## src/rtl/mem_port_arbiter.sv

```systemverilog
// Two-port (CPU / loader) arbiter in front of a single fixed-latency memory port.
// Optional macro MEM_ARB_RR_EN: round-robin tie-break instead of loader priority.
module mem_port_arbiter #(
  parameter int AW   = 32,
  parameter int DW   = 32,
  parameter int WAIT = 2
) (
  input  logic          clk,
  input  logic          rst,
  input  logic          c_req,
  input  logic          c_we,
  input  logic [AW-1:0] c_addr,
  input  logic [DW-1:0] c_wdata,
  output logic          c_done,
  output logic [DW-1:0] c_rdata,
  output logic          cpu_stall,
  input  logic          l_req,
  input  logic          l_we,
  input  logic [AW-1:0] l_addr,
  input  logic [DW-1:0] l_wdata,
  output logic          l_done,
  output logic [DW-1:0] l_rdata,
  output logic          m_en,
  output logic          m_we,
  output logic [AW-1:0] m_addr,
  output logic [DW-1:0] m_wdata,
  input  logic [DW-1:0] m_rdata
);

  typedef enum logic [1:0] {
    IDLE = 2'd0,
    BUSY = 2'd1,
    RESP = 2'd2
  } state_t;

  localparam logic       OWN_CPU  = 1'b0;
  localparam logic       OWN_LDR  = 1'b1;
  localparam logic [3:0] CNT_INIT = 4'(WAIT - 1);

  state_t          state_q;
  logic [3:0]      cnt_q;
  logic            owner_q;
  logic            m_en_q;
  logic            m_we_q;
  logic [AW-1:0]   m_addr_q;
  logic [DW-1:0]   m_wdata_q;
  logic            c_done_q;
  logic            l_done_q;
  logic [DW-1:0]   c_rdata_q;
  logic [DW-1:0]   l_rdata_q;
  logic            grant_l_s;

`ifdef MEM_ARB_RR_EN
  logic last_q;

  // On a tie the requester that was not served last wins.
  always_comb begin
    if (l_req && c_req) begin
      grant_l_s = (last_q == OWN_CPU);
    end else begin
      grant_l_s = l_req;
    end
  end

  always_ff @(posedge clk or posedge rst) begin
    if (rst) begin
      last_q <= OWN_CPU;
    end else if (state_q == IDLE && (c_req || l_req)) begin
      last_q <= grant_l_s;
    end else begin
      last_q <= last_q;
    end
  end
`else
  assign grant_l_s = l_req;
`endif

  always_ff @(posedge clk or posedge rst) begin
    if (rst) begin
      state_q   <= IDLE;
      cnt_q     <= 4'd0;
      owner_q   <= OWN_CPU;
      m_en_q    <= 1'b0;
      m_we_q    <= 1'b0;
      m_addr_q  <= '0;
      m_wdata_q <= '0;
      c_done_q  <= 1'b0;
      l_done_q  <= 1'b0;
      c_rdata_q <= '0;
      l_rdata_q <= '0;
    end else begin
      case (state_q)
        IDLE: begin
          c_done_q <= 1'b0;
          l_done_q <= 1'b0;
          if (c_req || l_req) begin
            state_q <= BUSY;
            cnt_q   <= CNT_INIT;
            owner_q <= grant_l_s;
            m_en_q  <= 1'b1;
            if (grant_l_s) begin
              m_we_q    <= l_we;
              m_addr_q  <= l_addr;
              m_wdata_q <= l_wdata;
            end else begin
              m_we_q    <= c_we;
              m_addr_q  <= c_addr;
              m_wdata_q <= c_wdata;
            end
          end
        end
        BUSY: begin
          if (cnt_q == 4'd0) begin
            state_q <= RESP;
            m_en_q  <= 1'b0;
            m_we_q  <= 1'b0;
            // m_rdata is only valid on this last BUSY cycle.
            if (owner_q == OWN_LDR) begin
              l_done_q <= 1'b1;
              if (!m_we_q) l_rdata_q <= m_rdata;
            end else begin
              c_done_q <= 1'b1;
              if (!m_we_q) c_rdata_q <= m_rdata;
            end
          end else begin
            cnt_q <= cnt_q - 4'd1;
          end
        end
        RESP: begin
          state_q  <= IDLE;
          c_done_q <= 1'b0;
          l_done_q <= 1'b0;
        end
        default: begin
          state_q  <= IDLE;
          m_en_q   <= 1'b0;
          m_we_q   <= 1'b0;
          c_done_q <= 1'b0;
          l_done_q <= 1'b0;
        end
      endcase
    end
  end

  assign cpu_stall = c_req && !(state_q == RESP && owner_q == OWN_CPU);
  assign c_done    = c_done_q;
  assign l_done    = l_done_q;
  assign c_rdata   = c_rdata_q;
  assign l_rdata   = l_rdata_q;
  assign m_en      = m_en_q;
  assign m_we      = m_we_q;
  assign m_addr    = m_addr_q;
  assign m_wdata   = m_wdata_q;

endmodule

```

## config.mk

```make
export PLATFORM = sky130hd
export DESIGN_NAME = mem_port_arbiter
export DESIGN_NICKNAME = d
export VERILOG_FILES = /design/src/rtl/mem_port_arbiter.sv
export SDC_FILE = /design/constraint.sdc
export NUM_CORES = 1
export LEC_CHECK = 0
export ABC_CLOCK_PERIOD_IN_PS = 10900
export BUFFER_PORTS_ARGS = -buffer_cell sky130_fd_sc_hd__buf_4
export CAP_MARGIN = 30
export CORE_MARGIN = 3
export CORE_UTILIZATION = 25
export CTS_CLUSTER_SIZE = 14
export DETAILED_ROUTE_END_ITERATION = 8
export PLACE_DENSITY = 0.49
export SYNTH_ARGS = -nofsm -noshare
export SYNTH_HDL_FRONTEND = slang
export SYNTH_SLANG_ARGS = --single-unit
```

## constraint.sdc

```tcl
create_clock -name clk -period 10.9 [get_ports clk]
set_input_delay 3.27 -clock clk [delete_from_list [all_inputs] [get_ports clk]]
set_output_delay 3.27 -clock clk [all_outputs]
set_load 0.05 [all_outputs]
```

### Yosys cells after proc, flatten, opt, wreduce, memory -nomap -nowiden

Cells that the tools add are included.

* bits of input ports: 166
* register bits: 139
* word-level logic and storage cells: 57

* equality and inequality tests: 7
* add/sub/neg operators: 1
* bitwise operators: 3
* reduce and logical (&&, ||, !) cells: 15
* multiplexer cells: 20

Operator list (count)
* $mux W32: 2
* $mux W1: 10
* $ne A2 B2 Y1 const B: 5
* $mux W4: 2
* $pmux W4 S2: 1
* $reduce_and A2 Y1: 4
* $reduce_and A4 Y1: 2
* $pmux W1 S3: 2
* $reduce_and A3 Y1: 2
* $logic_not A4 Y1: 1
* $mux W2: 2
* $pmux W2 S2: 1
* $sub A4 B1 Y4 const B: 1
* $not A1 Y1: 3
* $eq A2 B1 Y1 const B: 1
* $eq A2 B2 Y1 const B: 1
* $logic_and A1 B1 Y1: 2
* $logic_not A2 Y1: 1
* $reduce_bool A2 Y1: 1
* $logic_not A1 Y1: 1
* $logic_or A1 B1 Y1: 1

### Logic depth before layout (Yosys ltp)

Gate-level depths: netlist of the first run.

* depth after elaboration: 4
* gate-level depth with buffers: 8
* gate-level depth less buffers: 5

### Worst setup path before layout of the first run

No wires, ideal clock.

* kind: input port to output port
* start: input c_req
* end: output cpu_stall
* buffers on the path: 0
* cell stages on the path: 1
* slack: 3.923 ns
* arrival: 3.707 ns
* cells stage by stage: o31a_1

* cells in the longest elaborated chain, start to end: 1

Ends and longest elaborated chain
* start: declaration: RTL line 10 `input logic c_req,`
* $logic_and A1 B1 Y1: RTL line 145 `assign cpu_stall = c_req && !(state_q == RESP && owner_q == OWN_CPU);`
* end: declaration: RTL line 16 `output logic cpu_stall,`

No other way between the ends.

### Worst setup path in the final report of the first run

Ends and elaborated chain as after synthesis.

==> results of run 1 <==
-- metrics by stage --
stage / cell area, um2 / std cells / utilization / worst slack, ps / total power, W
CTS: 9210 / 1095 / 0.388 / 3890 / 0.00348
global route: 9210 / 1095 / 0.388 / 3870 / 0.00361
global placement: 8590 / 1063 / 0.362 / 3920 / 0.00284
detailed placement: 8620 / 1064 / 0.363 / 3890 / 0.00287
floorplan: 6100 / 478 / - / 3910 / 0.00225
finish: 9210 / 1095 / 0.388 / 3900 / 0.00343
-- per-layer routing --
layer / share of wire / up-vias / global-route usage
li1: - / 2294 / -
met1: 0.40 / 2417 / 0.162
met2: 0.50 / 215 / 0.233
met3: 0.082 / 16 / 0.0474
met4: 0.018 / 0 / 0.0407
met5: 0 / - / 0
-- registers in the layout (all words and copies together), names as in the netlist --
name,count
c_rdata,32
owner_q,1
m_en,1
state_q,2
c_done,1
m_we,1
m_wdata,32
l_rdata,32
cnt_q,4
l_done,1
m_addr,32
-- area by class of cell --
| type | count | area, um2 | share of cell area |
|---|---|---|---|
| clock buffers | 18 | 429 | 0.0466 |
| flip-flops and latches | 139 | 3480 | 0.378 |
| repair buffers | 305 | 2310 | 0.251 |
| well taps | 319 | 399 | 0.0433 |
| multi-input cells | 295 | 2400 | 0.261 |
| inverters | 6 | 27.5 | 0.00299 |
| clock inverters | 13 | 168 | 0.0182 |
-- kinds of logic after synthesis --
| logic type | Yosys count | synth area share |
|---|---|---|
| fa+ha+maj | 2 | 0.00410 |
| flops | 139 | 0.570 |
| buf+inv | 44 | 0.0373 |
| simple gates | 19 | 0.0187 |
| compound gates | 143 | 0.123 |
| mux | 131 | 0.247 |
-- report_power, final --
| part | internal [W] | switching [W] |
|---|---|---|
| Clock | 0.000361 | 0.000225 |
| Sequential | 0.000778 | 0.000158 |
| Combinational | 0.000620 | 0.00129 |
-- synth_stat cells, drive strengths merged --
| master | instances | area, um2 |
|---|---|---|
| nor2 | 3 | 11.3 |
| o2bb2ai | 1 | 8.76 |
| or3 | 1 | 6.26 |
| clkbuf | 22 | 82.6 |
| or2b | 1 | 8.76 |
| o21ai | 2 | 10.0 |
| dfrtp | 139 | 3480 |
| o221ai | 1 | 8.76 |
| nor3b | 1 | 7.51 |
| a21oi | 130 | 651 |
| a22o | 2 | 17.5 |
| nor3 | 3 | 15.0 |
| a221oi | 1 | 8.76 |
| or4 | 1 | 11.3 |
| o21bai | 1 | 7.51 |
| nand4b | 1 | 8.76 |
| and2 | 1 | 6.26 |
| buf | 16 | 123 |
| o31a | 1 | 8.76 |
| o31ai | 1 | 7.51 |
| a311oi | 1 | 8.76 |
| nand2 | 3 | 11.3 |
| or2 | 2 | 12.5 |
| inv | 6 | 22.5 |
| ha | 2 | 25.0 |
| nor2b | 1 | 6.26 |
| a31oi | 2 | 12.5 |
| or3b | 1 | 8.76 |
| mux2 | 65 | 845 |
| mux2i | 66 | 661 |
-- final timing paths --
kind                                           start                       to  slack (ps)  cells past startpoint
worst max-delay path                           c_req                cpu_stall        3900                      3
worst max register to register  cnt_q[0]$_DFFE_PP0P_  c_rdata[21]$_DFFE_PP0P_        8410                      5
max in group asynchronous                        rst   m_wdata[8]$_DFFE_PP0P_        6820                      4
worst min-delay path              c_done$_DFFE_PP0P_       c_done$_DFFE_PP0P_         500                      2
worst min register to register    c_done$_DFFE_PP0P_       c_done$_DFFE_PP0P_         500                      2
min in group asynchronous                        rst  c_rdata[25]$_DFFE_PP0P_        2920                      2
-- worst reg2reg max path, stage by stage (launching register included) --
cell     delay [ps]
dfrtp_1         410
inv_1           100
ha_1            180
or3b_1          480
or4_4           770
mux2_4          440
==> run summary, run 1 <==
Run status = finished clean
Vias/cell = 4.51
Die Area = 0.0263 mm2
Crit Path Class = in2out
Avg WL per Cell = 16.8 um
Worst-margin pin slew = 801 ps
First-pass GRT wire length = 28.5 mm
Final Critical Period = 7000 ps
Layout fillers = 2,306
Pre-antenna DRT Iters = 4
Clk slew on worst S/H paths = 60 ps
CP dominant cell by count = buf_4
Final nets = 932
Post-CTS Resized = 0
Synthesized area = 0.00610 mm2
Vias in the first global route = 5,256
Sequential area share after synthesis = 0.570
Final setup fails = 0
Initial antenna violation count = 0
Sink Count = 139
Endpoint class of the critical path = primary output
Layout cells sized above 1 = 0.524
Hold Fails Final Rpt = 0
Crit path cell chain = buf_4 > o31a_1 > buf_4
Delay-heaviest family, CP = buffers and inverters
Worst path slowest cell = buf_4
Clock latency on the worst-skew pair = 410 ps
Arrival @ worst endpoint = 3730 ps
# H-tree levels = 4
Remaining Overflow, GRT = 0
Slew Viols, Final = 0
Post-CTS Setup Bufs = 0
Leakage = 4.47 nW
Fmax = 143 MHz
Fin crit share = 0.642
Hold_ws = 498 ps
Dpl hpwl = 13.2 mm
Routed vias = 4,942
Ant diodes = 0
Min-delay worst type = reg2reg
CTS root buffer = clkbuf_16
Synthesis-stage register bit count = 139
Largest net degree at the start of global routing = 68
Floorplan row count = 56
CTS tree = done
Worst setup SP type = input port
Critical path required time = 7630 ps
Relative slew slack = 0.466
Most frequent cells in the layout = 304 x buf_4, 139 x dfrtp_1, 130 x a21oi_1
DRT iter0 DRCs = 188
Post-CTS Hold Fix Bufs = 0
Num CTS Buffers = 17
GRT Total Usage = 0.136
Cells after Synth = 478
Die Ht = 162 um
Distinct cells, synth = 35
Max cap viols = 0
Setup TNS = 0 ps
Power Density = 373 mW/mm2
DIE WIDTH = 162 um
Total Wirelength = 18.4 mm
Routability cong. = 0.776
Syn nets = 646
CTS max path bufs = 2
Max VDD drop = 0.000148 V
Core Region = 0.0238 mm2
CP max FO = 5
Number of routed nets with antenna violations = 0
Unrepaired setup endpoints after global routing = false
Max incr delay on CP = 200 ps
Buf/Inv on CP = 2
Top-Level Pins = 299
Starting Density = 0.257
Worst Skew = 11.8 ps
Leading cell type in the layout, fill and taps excluded = buf_4
Yosys Warn Count = 0
P&R area growth vs syn = 51.1%
Mapped Avg Cell Area = 12.8 um2
PortBufs = 298
Post-route DRC = 0
Power figures use the tool's default switching activity.
==> inputs of run 2 (changes only) <==
Settings changed: ABC_CLOCK_PERIOD_IN_PS 10900 to 7100.
Clock period 10.9 ns to 7.1 ns, I/O delays scaled along.
==> run 2 against run 1 <==
Compared with the run above: non-clock buffer count decreased by 1; largest cell class unchanged; critical path depth unchanged; sequential share of layout area about the same; clock-buffer cell count increased by 1; register-to-register slack got worse by 3800 ps; global-route usage increased by 0.095 points.
==> run summary, run 2 (synthesized netlist as in run 1, its figures left out) <==
Fin area = 0.00922 mm2
Dpl hpwl = 13.3 mm
Core Region = 0.0238 mm2
CP Launch Point = c_req
Top-Level Pins = 299
R2R cell count = 5
Layout fillers = 2,309
FF-to-FF setup slack = 4620 ps
Critical path required time = 4970 ps
Routability cong. = 0.786
Endpoint class of the critical path = primary output
Die Area = 0.0263 mm2
DIE WIDTH = 162 um
Clk slew on worst S/H paths = 50 ps
Buf/Inv on CP = 2
CP dominant cell by count = buf_4
Largest net degree at the start of global routing = 72
Max incr delay on CP = 200 ps
Crit path cell chain = buf_4 > o31a_1 > buf_4
CTS max path bufs = 2
Pre-antenna DRT Iters = 4
Fmax = 212 MHz
Remaining Overflow, GRT = 0
Worst Skew = 12.0 ps
Delay-heaviest family, CP = buffers and inverters
Avg WL per Cell = 16.7 um
Setup TNS = 0 ps
Area post-placement = 0.00860 mm2
Post-CTS Resized = 0
Final Critical Period = 4710 ps
Worst-margin pin slew = 900 ps
Most frequent cells in the layout = 303 x buf_4, 139 x dfrtp_1, 130 x a21oi_1
Worst setup endpoint = cpu_stall
# H-tree levels = 4
Floorplan row count = 56
Post-CTS Hold Fix Bufs = 0
Arrival @ worst endpoint = 2580 ps
Routed vias = 4,922
Min-delay worst type = reg2reg
Crit Path Class = in2out
Max VDD drop = 0.000242 V
FF-to-FF End = c_rdata[19]$_DFFE_PP0P_
Clock latency on the worst-skew pair = 410 ps
Final nets = 931
Num CTS Buffers = 17
Post-placement cell count = 1,063
CTS root buffer = clkbuf_16
Sink Count = 139
Final worst setup slack = 2390 ps
Vias in the first global route = 5,248
Run status = finished clean
Layout Cells excl Fill = 1,094
Worst r2r src = cnt_q[0]$_DFFE_PP0P_
Layout cells sized above 1 = 0.525
Post-CTS Setup Bufs = 0
Leakage = 4.47 nW
GRT Total Usage = 0.137
Hold Fails Final Rpt = 0
CP max FO = 5
First-pass GRT wire length = 28.7 mm
Final setup fails = 0
Fin crit share = 0.663
Power Density = 575 mW/mm2
Worst path slowest cell = buf_4
DRT iter0 DRCs = 210
Leading cell type in the layout, fill and taps excluded = buf_4
Number of routed nets with antenna violations = 0
Post-route DRC = 0
Worst setup SP type = input port
Unrepaired setup endpoints after global routing = false
Max cap viols = 0
Total Wirelength = 18.3 mm
Die Ht = 162 um
Pre-CTS setup slack = 2390 ps
Slew Viols, Final = 0
Vias/cell = 4.50
PortBufs = 298
CTS tree = done
Overall Power = 0.00530 W
Ant diodes = 0
P&R area growth vs syn = 51.1%
Relative slew slack = 0.400
Stages on worst setup path = 3
Starting Density = 0.257
Initial antenna violation count = 0
==> run 2: cell types whose count changed in the layout (fill, tap and decap cells not counted), sizes merged <==
| cell | previous run | this run |
|---|---|---|
| clkbuf | 18 | 19 |
| buf | 305 | 304 |
| clkinvlp | 2 | 3 |
| clkinv | 5 | 3 |
==> run 2: area by class of cell <==
class,count,area (um2),area share
clock buffers,19,453,0.0491
clock inverters,12,161,0.0175
inverters,6,27.5,0.00299
multi-input cells,295,2400,0.261
flip-flops and latches,139,3480,0.377
well taps,319,399,0.0433
repair buffers,304,2290,0.249
==> run 2: where the power goes <==
group / internal, W / switching, W / total, W
logic: 0.000957 / 0.00198 / 0.00293
clock network: 0.000573 / 0.000348 / 0.000921
registers: 0.00119 / 0.000248 / 0.00144
total: 0.00272 / 0.00257 / 0.00530
==> run 2: tightest hold or removal path, cell delays in order, from the launching register on <==
cell and delay [ps]:
dfrtp_1 350, nand2_1 60, o31ai_1 60
==> run 2: stage by stage <==
stage | utilization | hold WS [ps]
5_1_grt | 0.388 | 519
2_1_floorplan | - | 468
6_report | 0.388 | 499
3_5_place_dp | 0.362 | 494
4_1_cts | 0.388 | 507
3_3_place_gp | 0.361 | 480
==> run 2: metal layers <==
| layer | up-vias | track usage | part of all wire |
|---|---|---|---|
| li1 | 2294 | - | - |
| met1 | 2417 | 0.169 | 0.42 |
| met2 | 200 | 0.230 | 0.50 |
| met3 | 11 | 0.0474 | 0.076 |
| met4 | 0 | 0.0361 | 0.0099 |
| met5 | - | 0 | 0 |
==> run 2: worst min-delay path by stage <==
stage / from / end / slack, ps / cells after the start
after floorplan: cnt_q[0]$_DFFE_PP0P_ / cnt_q[0]$_DFFE_PP0P_ / 470 / 1
after global placement: c_done$_DFFE_PP0P_ / c_done$_DFFE_PP0P_ / 480 / 2
after detailed placement: c_done$_DFFE_PP0P_ / c_done$_DFFE_PP0P_ / 490 / 2
after CTS: c_done$_DFFE_PP0P_ / c_done$_DFFE_PP0P_ / 510 / 2
after global routing: l_rdata[21]$_DFFE_PP0P_ / l_rdata[21]$_DFFE_PP0P_ / 520 / 1
final: c_done$_DFFE_PP0P_ / c_done$_DFFE_PP0P_ / 500 / 2
